<file path="src/rtl/mul_div_unit_if.sv">
// Operand/result bundle between the pipeline controller and the multiply/divide unit.
// The controller drives the operation request and MTHI/MTLO writes; the unit returns status and HI/LO.
`timescale 1ns/1ps
interface mul_div_unit_if #(
    parameter int WIDTH = 32
);
    logic             start;
    logic [1:0]       op;
    logic [WIDTH-1:0] a;
    logic [WIDTH-1:0] b;
    logic             hi_we;
    logic             lo_we;
    logic [WIDTH-1:0] wd;
    logic             busy;
    logic             done;
    logic [WIDTH-1:0] hi;
    logic [WIDTH-1:0] lo;

    modport master (
        output start, op, a, b, hi_we, lo_we, wd,
        input  busy, done, hi, lo
    );

    modport slave (
        input  start, op, a, b, hi_we, lo_we, wd,
        output busy, done, hi, lo
    );
endinterface

</file>
<file path="src/rtl/mul_div_unit.sv">
// Radix-2 iterative MULT/MULTU/DIV/DIVU unit owning the HI/LO registers.
// Works on magnitudes and applies signs in a final FIX cycle so HI/LO update atomically.
`timescale 1ns/1ps
module mul_div_unit #(
    parameter int WIDTH = 32
) (
    input  logic           clk,
    input  logic           reset,
    mul_div_unit_if.slave  bus
);
    localparam int CW = $clog2(WIDTH);

    typedef enum logic [1:0] {IDLE, RUN, FIX} state_t;

    state_t             state;
    logic [CW-1:0]      count;
    logic               is_div;
    logic [WIDTH-1:0]   operand;
    logic [2*WIDTH-1:0] acc;
    logic [WIDTH-1:0]   rem;
    logic               neg_q;
    logic               neg_r;
    logic               div_zero;
    logic               busy_r;
    logic               done_r;
    logic [WIDTH-1:0]   hi_r;
    logic [WIDTH-1:0]   lo_r;

    logic               a_neg;
    logic               b_neg;
    logic [WIDTH-1:0]   abs_a;
    logic [WIDTH-1:0]   abs_b;
    logic [WIDTH:0]     mul_sum;
    logic [WIDTH:0]     div_shift;
    logic [WIDTH:0]     div_diff;
    logic [2*WIDTH-1:0] prod_fix;
    logic [WIDTH-1:0]   quo_fix;
    logic [WIDTH-1:0]   rem_fix;

    assign bus.busy = busy_r;
    assign bus.done = done_r;
    assign bus.hi   = hi_r;
    assign bus.lo   = lo_r;

    always_comb begin
        a_neg     = ~bus.op[0] & bus.a[WIDTH-1];
        b_neg     = ~bus.op[0] & bus.b[WIDTH-1];
        abs_a     = a_neg ? -bus.a : bus.a;
        abs_b     = b_neg ? -bus.b : bus.b;
        mul_sum   = {1'b0, acc[2*WIDTH-1:WIDTH]} + (acc[0] ? {1'b0, operand} : '0);
        // The shifted partial remainder needs one extra bit before the trial subtract.
        div_shift = {rem, acc[WIDTH-1]};
        div_diff  = div_shift - {1'b0, operand};
        prod_fix  = neg_q ? -acc : acc;
        quo_fix   = div_zero ? '1 : (neg_q ? -acc[WIDTH-1:0] : acc[WIDTH-1:0]);
        rem_fix   = neg_r ? -rem : rem;
    end

    always_ff @(posedge clk or negedge reset) begin
        if (!reset) begin
            state    <= IDLE;
            count    <= '0;
            is_div   <= 1'b0;
            operand  <= '0;
            acc      <= '0;
            rem      <= '0;
            neg_q    <= 1'b0;
            neg_r    <= 1'b0;
            div_zero <= 1'b0;
            busy_r   <= 1'b0;
            done_r   <= 1'b0;
            hi_r     <= '0;
            lo_r     <= '0;
        end else begin
            done_r <= 1'b0;
            case (state)
                IDLE: begin
                    if (bus.hi_we) hi_r <= bus.wd;
                    if (bus.lo_we) lo_r <= bus.wd;
                    if (bus.start) begin
                        is_div   <= bus.op[1];
                        operand  <= bus.op[1] ? abs_b : abs_a;
                        acc      <= {{WIDTH{1'b0}}, (bus.op[1] ? abs_a : abs_b)};
                        rem      <= '0;
                        neg_q    <= a_neg ^ b_neg;
                        neg_r    <= a_neg;
                        div_zero <= bus.op[1] & (bus.b == '0);
                        count    <= '0;
                        busy_r   <= 1'b1;
                        state    <= RUN;
                    end
                end
                RUN: begin
                    if (is_div) begin
                        rem             <= div_diff[WIDTH] ? div_shift[WIDTH-1:0] : div_diff[WIDTH-1:0];
                        acc[WIDTH-1:0]  <= {acc[WIDTH-2:0], ~div_diff[WIDTH]};
                    end else begin
                        acc <= {mul_sum, acc[WIDTH-1:1]};
                    end
                    count <= count + 1'b1;
                    if (count == CW'(WIDTH-1)) state <= FIX;
                end
                FIX: begin
                    if (is_div) begin
                        hi_r <= rem_fix;
                        lo_r <= quo_fix;
                    end else begin
                        hi_r <= prod_fix[2*WIDTH-1:WIDTH];
                        lo_r <= prod_fix[WIDTH-1:0];
                    end
                    busy_r <= 1'b0;
                    done_r <= 1'b1;
                    state  <= IDLE;
                end
                default: state <= IDLE;
            endcase
        end
    end
endmodule

</file>
<file path="src/flat_wrapper.sv">
// flat-port wrapper written by rule: the top's interface ports become plain ports
module mul_div_unit_flat 
#(
    parameter int WIDTH = 32
)
  (clk, reset, bus_start, bus_op, bus_a, bus_b, bus_hi_we, bus_lo_we, bus_wd, bus_busy, bus_done, bus_hi, bus_lo);
  mul_div_unit_if #(.WIDTH(WIDTH)) bus_i ();
  input  logic clk;
  input  logic reset;
  input wire logic [$bits(bus_i.start)-1:0] bus_start;
  input wire logic [$bits(bus_i.op)-1:0] bus_op;
  input wire logic [$bits(bus_i.a)-1:0] bus_a;
  input wire logic [$bits(bus_i.b)-1:0] bus_b;
  input wire logic [$bits(bus_i.hi_we)-1:0] bus_hi_we;
  input wire logic [$bits(bus_i.lo_we)-1:0] bus_lo_we;
  input wire logic [$bits(bus_i.wd)-1:0] bus_wd;
  output wire logic [$bits(bus_i.busy)-1:0] bus_busy;
  output wire logic [$bits(bus_i.done)-1:0] bus_done;
  output wire logic [$bits(bus_i.hi)-1:0] bus_hi;
  output wire logic [$bits(bus_i.lo)-1:0] bus_lo;
  assign bus_i.start = bus_start;
  assign bus_i.op = bus_op;
  assign bus_i.a = bus_a;
  assign bus_i.b = bus_b;
  assign bus_i.hi_we = bus_hi_we;
  assign bus_i.lo_we = bus_lo_we;
  assign bus_i.wd = bus_wd;
  assign bus_busy = bus_i.busy;
  assign bus_done = bus_i.done;
  assign bus_hi = bus_i.hi;
  assign bus_lo = bus_i.lo;
  mul_div_unit #(.WIDTH(WIDTH)) u_core (.clk(clk), .reset(reset), .bus(bus_i));
endmodule
</file>
<file path="config.mk">
export PLATFORM = sky130hd
export DESIGN_NAME = mul_div_unit_flat
export DESIGN_NICKNAME = d
export VERILOG_FILES = /design/src/rtl/mul_div_unit_if.sv /design/src/rtl/mul_div_unit.sv /design/src/flat_wrapper.sv
export SDC_FILE = /design/constraint.sdc
export NUM_CORES = 1
export LEC_CHECK = 0
export BUFFER_PORTS_ARGS = -buffer_cell sky130_fd_sc_hd__buf_2
export CORE_AREA = 2 2 185 187
export CTS_CLUSTER_SIZE = 24
export DETAILED_ROUTE_END_ITERATION = 8
export DIE_AREA = 0 0 187 189
export PLACE_DENSITY = 0.75
export SLEW_MARGIN = 20
export SYNTH_ARGS = -nofsm -noshare
export SYNTH_HDL_FRONTEND = slang
export SYNTH_SLANG_ARGS = --single-unit
export TNS_END_PERCENT = 30
</file>
<file path="constraint.sdc">
create_clock -name clk -period 10.6 [get_ports clk]
set_input_delay 0.53 -clock clk [delete_from_list [all_inputs] [get_ports clk]]
set_output_delay 0.53 -clock clk [all_outputs]
set_load 0.05 [all_outputs]
</file>
Yosys cells after proc, flatten, opt, wreduce, memory -nomap -nowiden
Index checks and enable logic that the tools add are counted.
{ "word_totals": {"in_bits": 103, "register_bits": 205} }
{ "classes": {"eq_ne": 9, "muxes": 31, "reduce_logical": 12, "add_sub_neg": 8, "n_bitwise": 6} }
{ "op_table": {"columns": ["op", "count"], "rows": [
  ["$mux 32", 17],
  ["$pmux 32 s2", 3],
  ["$mux 64", 2],
  ["$neg 32->32", 4],
  ["$pmux 64 s2", 1],
  ["$neg 64->64", 1],
  ["$add 32x33->33", 1],
  ["$sub 33x32->33", 1],
  ["$logic_not 32->1", 1],
  ["$reduce_and 2->1", 6],
  ["$pmux 5 s2", 1],
  ["$ne 2x2->1 const B", 4],
  ["$reduce_and 3->1", 2],
  ["$add 5x1->5 const B", 1],
  ["$eq 5x5->1 const B", 1],
  ["$mux 5", 1],
  ["$mux 2", 2],
  ["$ne 2x1->1 const B", 2],
  ["$pmux 2 s2", 1],
  ["$reduce_bool 2->1", 2],
  ["$and 1x1->1", 3],
  ["$eq 2x1->1 const B", 1],
  ["$eq 2x2->1 const B", 1],
  ["$logic_not 2->1", 1],
  ["other kinds (4)", 6]
]} }

Depth between registers and ports, before layout
{ "logic_depth": {"ltp_word": 6, "depth_mapped": 13, "ltp_nobuf": 12} }

Worst setup path before layout
Ideal clock, no wire load.
{ "synth_timing": {"kind": "register to register", "from": "register u_core.acc[31]", "to": "register u_core.rem[10]", "t_required_ns": 10.467, "setup_time_ns": 0.133, "setup_slack_ns": 7.263, "stages_incl_launch_ff": 14, "arrival_time_ns": 3.203, "cell_sequence": "dfrtp_1 inv_1 ha_1 fa_1 nand2b_1 a21oi_1 o211ai_1 o2111ai_1 nand2_1 o311ai_0 clkbuf_1 buf_2 mux2i_1 o21ai_0"} }
{ "synth_between": {"elab_chain_cells": 4} }
{ "synth_rtl": {"columns": ["element", "line", "source"], "rows": [
  ["start, declared", "mul_div_unit.sv:19", "logic [2*WIDTH-1:0] acc;"],
  ["start signal, assigned", "mul_div_unit.sv:83", "acc <= {{WIDTH{1'b0}}, (bus.op[1] ? abs_a : abs_b)};"],
  ["start signal, assigned by index", "mul_div_unit.sv:96", "acc[WIDTH-1:0] <= {acc[WIDTH-2:0], ~div_diff[WIDTH]};"],
  ["start signal, assigned", "mul_div_unit.sv:98", "acc <= {mul_sum, acc[WIDTH-1:1]};"],
  ["$sub 33x32->33", "mul_div_unit.sv:53", "div_diff = div_shift - {1'b0, operand};"],
  ["$mux 32", "mul_div_unit.sv:95", "rem <= div_diff[WIDTH] ? div_shift[WIDTH-1:0] : div_diff[WIDTH-1:0];"],
  ["$mux 32", "mul_div_unit.sv:94", "if (is_div) begin"],
  ["$pmux 32 s2", "mul_div_unit.sv:76", "case (state)"],
  ["end signal, assigned", "mul_div_unit.sv:95", null],
  ["end, declared", "mul_div_unit.sv:20", "logic [WIDTH-1:0] rem;"]
]} }
No other way between the ends. The select of a mux whose other input is x is not followed.
A chain may end at the register's enable or synchronous reset.

Worst setup path after layout
{ "layout_timing": {"from": "register u_core.acc[0]", "to": "register u_core.acc[56]"} }
{ "layout_between": {"elab_chain_cells": 4} }
{ "layout_rtl": {"columns": ["element", "line", "source"], "rows": [
  ["$mux 32", "mul_div_unit.sv:50", "mul_sum = {1'b0, acc[2*WIDTH-1:WIDTH]} + (acc[0] ? {1'b0, operand} : '0);"],
  ["$add 32x33->33", "mul_div_unit.sv:50", null],
  ["$mux 32", "mul_div_unit.sv:94", null],
  ["$pmux 64 s2", "mul_div_unit.sv:76", null]
]} }
No other way between the ends. The select of a mux whose other input is x is not followed.

==> out/qor.csv <==
stage,metric,value,unit
status,status,"complete, but fails checks",
status,failing checks,negative hold slack,
critical_path,CP max-delay cell,inv_1,
die,chip width,187,um
critical_path,r2r setup slk,6.34,ns
sta,RSZ-0062 raised after global routing,false,
place,GP Congestion,0.9595,
die,core area,33280,sq um
die,Initial Util,49.57,%
critical_path,Worst Setup Path Type,flop to flop,
critical_path,R2R Path Start,u_core.acc[0]$_DFFE_PN0P_,
synth,Syn Inst Count,2057,
synth,Syn. warnings,0,
sta,Achievable Freq,234.5,MHz
drt,1st-iter DRT viols,1499,
job,max-cap violations,0,
global_routing,largest net degree at the start of global routing,90,
final_layout,fin area,18330,sq um
sta,Final setup viols,0,
critical_path,R2R cell count,11,
synth,"FFs w/ async S/R, synth",100.0,%
synth,"flops & latches, synth",205,
critical_path,Worst Path Max Fanout,31,
sta,fin crit period,4.264,ns
sta,Final Hold Fails,11,
critical_path,required time of the critical path,11.02,ns
synth,Synth Net Count,2232,
die,cell row count,67,
critical_path,RR Endpoint,u_core.acc[56]$_DFFE_PN0P_,
power,VDD IR max,161.5,uV
sta,Final Hold Slack,-0.01138,ns
critical_path,Buf/Inv on CP,1,
drt,DRC viols,0,
final_layout,ANT cells,0,
place,placed cell areas,17610,sq um
clock_tree,deepest clock path buffer count,3,
synth,syn avg cell area,8.020,sq um
worst_hold_path,HP Class,primary input to async pin,
drt,Vias,15957,
drt,vias per std cell,6.128,
sta,TNS Setup,0,ns
place,Buffers on Ports,168,
sta,Final Max Tran Viols,0,
clock_tree,Worst-path clk slew,0.06,ns
place,dpl hpwl,41210,um
global_routing,first-pass GRT wire length,82900,um
critical_path,"Cell Chain, Critical Path",inv_1 > nor2_1 > ha_1 > a21oi_1 > o21ai_0 > a221oi_1 > nand3_1 > a31oi_1 > o221ai_1 > xor2_1 > a22o_1,
clock_tree,CTS tree,yes,
clock_tree,root buffer cell,clkbuf_16,
drt,ANT nets after route,0,
global_routing,Total Routing Usage GR,29.16,%
synth,count of different cell masters after synthesis,73,
clock_tree,H-tree levels,1,
synth,Post-synth EDFFs,0,
critical_path,crit end category,flop,
power,PwrDens,373.0,nW/um^2
synth,sequential fraction of the synthesis area,31.10,%
power,total power,0.006836,W
final_layout,Area Growth Syn to Fin,11.08,%
final_layout,# nets final,2316,
sta,slew margin rel.,26.75,%
critical_path,Worst Path Arrival,4.69,ns
global_routing,initial antenna violation count,1,
global_routing,"Remaining Overflow, GRT",0,
sta,Least-Margin Pin Slew,1.099,ns
critical_path,family with the most delay on the worst path,compound AO/OA/AOI/OAI gates,
die,Die Ht,189,um
clock_tree,CTS Sinks,205,
die,Die Area,35340,sq um
global_routing,number of global-route vias before repair,14844,
power,P_leak,7.912,nW
clock_tree,Setup Buffers After CTS,0,
clock_tree,cts hold-fix bufs,0,
die,Top Ports,169,
critical_path,crit path launch type,flop,
clock_tree,Num CTS Buffers,23,
sta,clock skew,0.009405,ns
synth,Most used DFF post-synth,dfrtp_1,
final_layout,layout cells sized above 1,12.29,%
place,# placed instances,2564,
drt,Routed wire per std cell,20.09,um
drt,Initial DRT Pass Iterations,6,
critical_path,Max stage delay on crit path,0.77,ns
drt,Post-Route WL,52320,um
synth,Synth Cell Area,16500,sq um
clock_tree,worst-skew pair later-pin latency,0.53,ns
final_layout,final cell count without fillers,2604,
clock_tree,CTS resizes,0,
sta,Final Cycle Share,40.23,%
-- worst max-delay path by stage --
stage,startpoint,to,slack (ns),cells past startpoint
detailed placement,u_core.acc[0]$_DFFE_PN0P_,u_core.acc[56]$_DFFE_PN0P_,6.50,11
CTS,u_core.acc[0]$_DFFE_PN0P_,u_core.acc[56]$_DFFE_PN0P_,6.47,11
finish,u_core.acc[0]$_DFFE_PN0P_,u_core.acc[56]$_DFFE_PN0P_,6.34,11
floorplan,u_core.acc[31]$_DFFE_PN0P_,u_core.rem[10]$_DFFE_PN0P_,7.26,13
global route,u_core.acc[0]$_DFFE_PN0P_,u_core.acc[56]$_DFFE_PN0P_,6.17,11
global placement,u_core.acc[0]$_DFFE_PN0P_,u_core.acc[56]$_DFFE_PN0P_,6.54,11
-- cell usage after synthesis (all sizes together) (3+ instances only) --
cell / n / share of area [%]
nand2: 252 / 5.7
o21ai: 212 / 6.5
dfrtp: 205 / 31
nor2: 159 / 3.7
a21oi: 138 / 4.2
clkbuf: 115 / 2.6
xnor2: 105 / 5.6
xor2: 93 / 4.9
ha: 70 / 5.3
inv: 68 / 1.5
mux2i: 59 / 3.6
o31ai: 45 / 2.1
a211oi: 42 / 1.9
nand3: 39 / 1.2
a21o: 32 / 1.5
o211ai: 31 / 1.4
o22ai: 31 / 1.2
or3: 30 / 1.2
nand2b: 27 / 1.0
a31oi: 23 / 0.87
nor4: 23 / 0.91
or4: 23 / 1.1
nor3: 20 / 0.61
o41ai: 18 / 1.0
a221oi: 17 / 0.90
nor2b: 17 / 0.64
buf: 15 / 0.36
nand4: 15 / 0.57
and2: 13 / 0.49
o221ai: 11 / 0.58
a22oi: 9 / 0.41
a22o: 8 / 0.42
or2: 8 / 0.30
mux2: 7 / 0.48
nand3b: 7 / 0.32
o21bai: 7 / 0.32
nor3b: 6 / 0.27
a2bb2oi: 5 / 0.27
o21a: 5 / 0.23
a311o: 4 / 0.24
a32o: 4 / 0.24
and3: 4 / 0.15
o2bb2ai: 4 / 0.21
o311ai: 3 / 0.16
or3b: 3 / 0.16
-- layout make-up --
| cell class | instances | area [sq um] |
|---|---|---|
| inverter | 69 | 259.0 |
| timing repair buffer | 189 | 1007 |
| clock inverter | 7 | 66.31 |
| tap | 448 | 560.5 |
| clock buffer | 33 | 653.1 |
| fill | 3159 | 14960 |
| multi-input combinational | 1653 | 10650 |
| sequential | 205 | 5132 |
-- where the power goes --
part,internal (W),switching [W]
Combinational,0.00164,0.00264
Clock,0.000451,0.000334
Sequential,0.00117,0.000598
-- sequential cells by signal, summed over array words and instances, names as in the netlist --
register	cells
u_core.operand	32
u_core.acc	64
u_core.rem	32
u_core.state	2
u_core.bus.done	1
u_core.bus.busy	1
u_core.neg_q	1
u_core.is_div	1
u_core.div_zero	1
u_core.bus.lo	32
u_core.count	5
u_core.neg_r	1
u_core.bus.hi	32
-- worst reg2reg max path, cell delays in order (launching register included) --
cell	delay, ns
dfrtp_1	0.47
inv_1	0.78
nor2_1	0.13
ha_1	0.39
a21oi_1	0.26
o21ai_0	0.16
a221oi_1	0.44
nand3_1	0.28
a31oi_1	0.67
o221ai_1	0.23
xor2_1	0.18
a22o_1	0.18
-- layer usage --
metal / track usage (%) / wire, um / vias to the layer above
met4: 6.013 / 938 / 0
met3: 3.596 / 4246 / 63
met2: 46.37 / 22990 / 674
li1: - / - / 7638
met1: 42.70 / 24140 / 7582
met5: 0 / 0 / -
-- cell families (layout without fill, tap and decap cells) --
logic type      after synthesis  count (layout)  share of synthesized area, %
buf+inv                     199             298                         4.551
compound gates              667             667                         25.57
simple gates                650             650                         18.67
fa+ha+maj                    72              72                         5.552
xor+xnor                    198             198                         10.51
mux                          66              66                         4.058
flops                       205             205                         31.10
-- placed cells by master (no fill, tap or decap), drive strengths merged, types with 27 or more instances in the layout --
| cell | instances |
|---|---|
| or3 | 30 |
| mux2i | 59 |
| o31ai | 45 |
| o22ai | 31 |
| dfrtp | 205 |
| nand2b | 27 |
| a21o | 32 |
| xnor2 | 105 |
| o21ai | 212 |
| o211ai | 31 |
| a21oi | 138 |
| clkbuf | 34 |
| nand2 | 252 |
| nand3 | 39 |
| nor2 | 159 |
| buf | 188 |
| inv | 69 |
| a211oi | 42 |
| xor2 | 93 |
| ha | 70 |
-- through the flow --
stage          util [%]  setup WS, ns
6_report          55.06         6.336
5_1_grt           55.06         6.171
4_1_cts           55.06         6.474
3_5_place_dp      52.90         6.501
3_3_place_gp      52.90         6.544
2_1_floorplan         -         7.263
(Power assumes the default switching activity.)
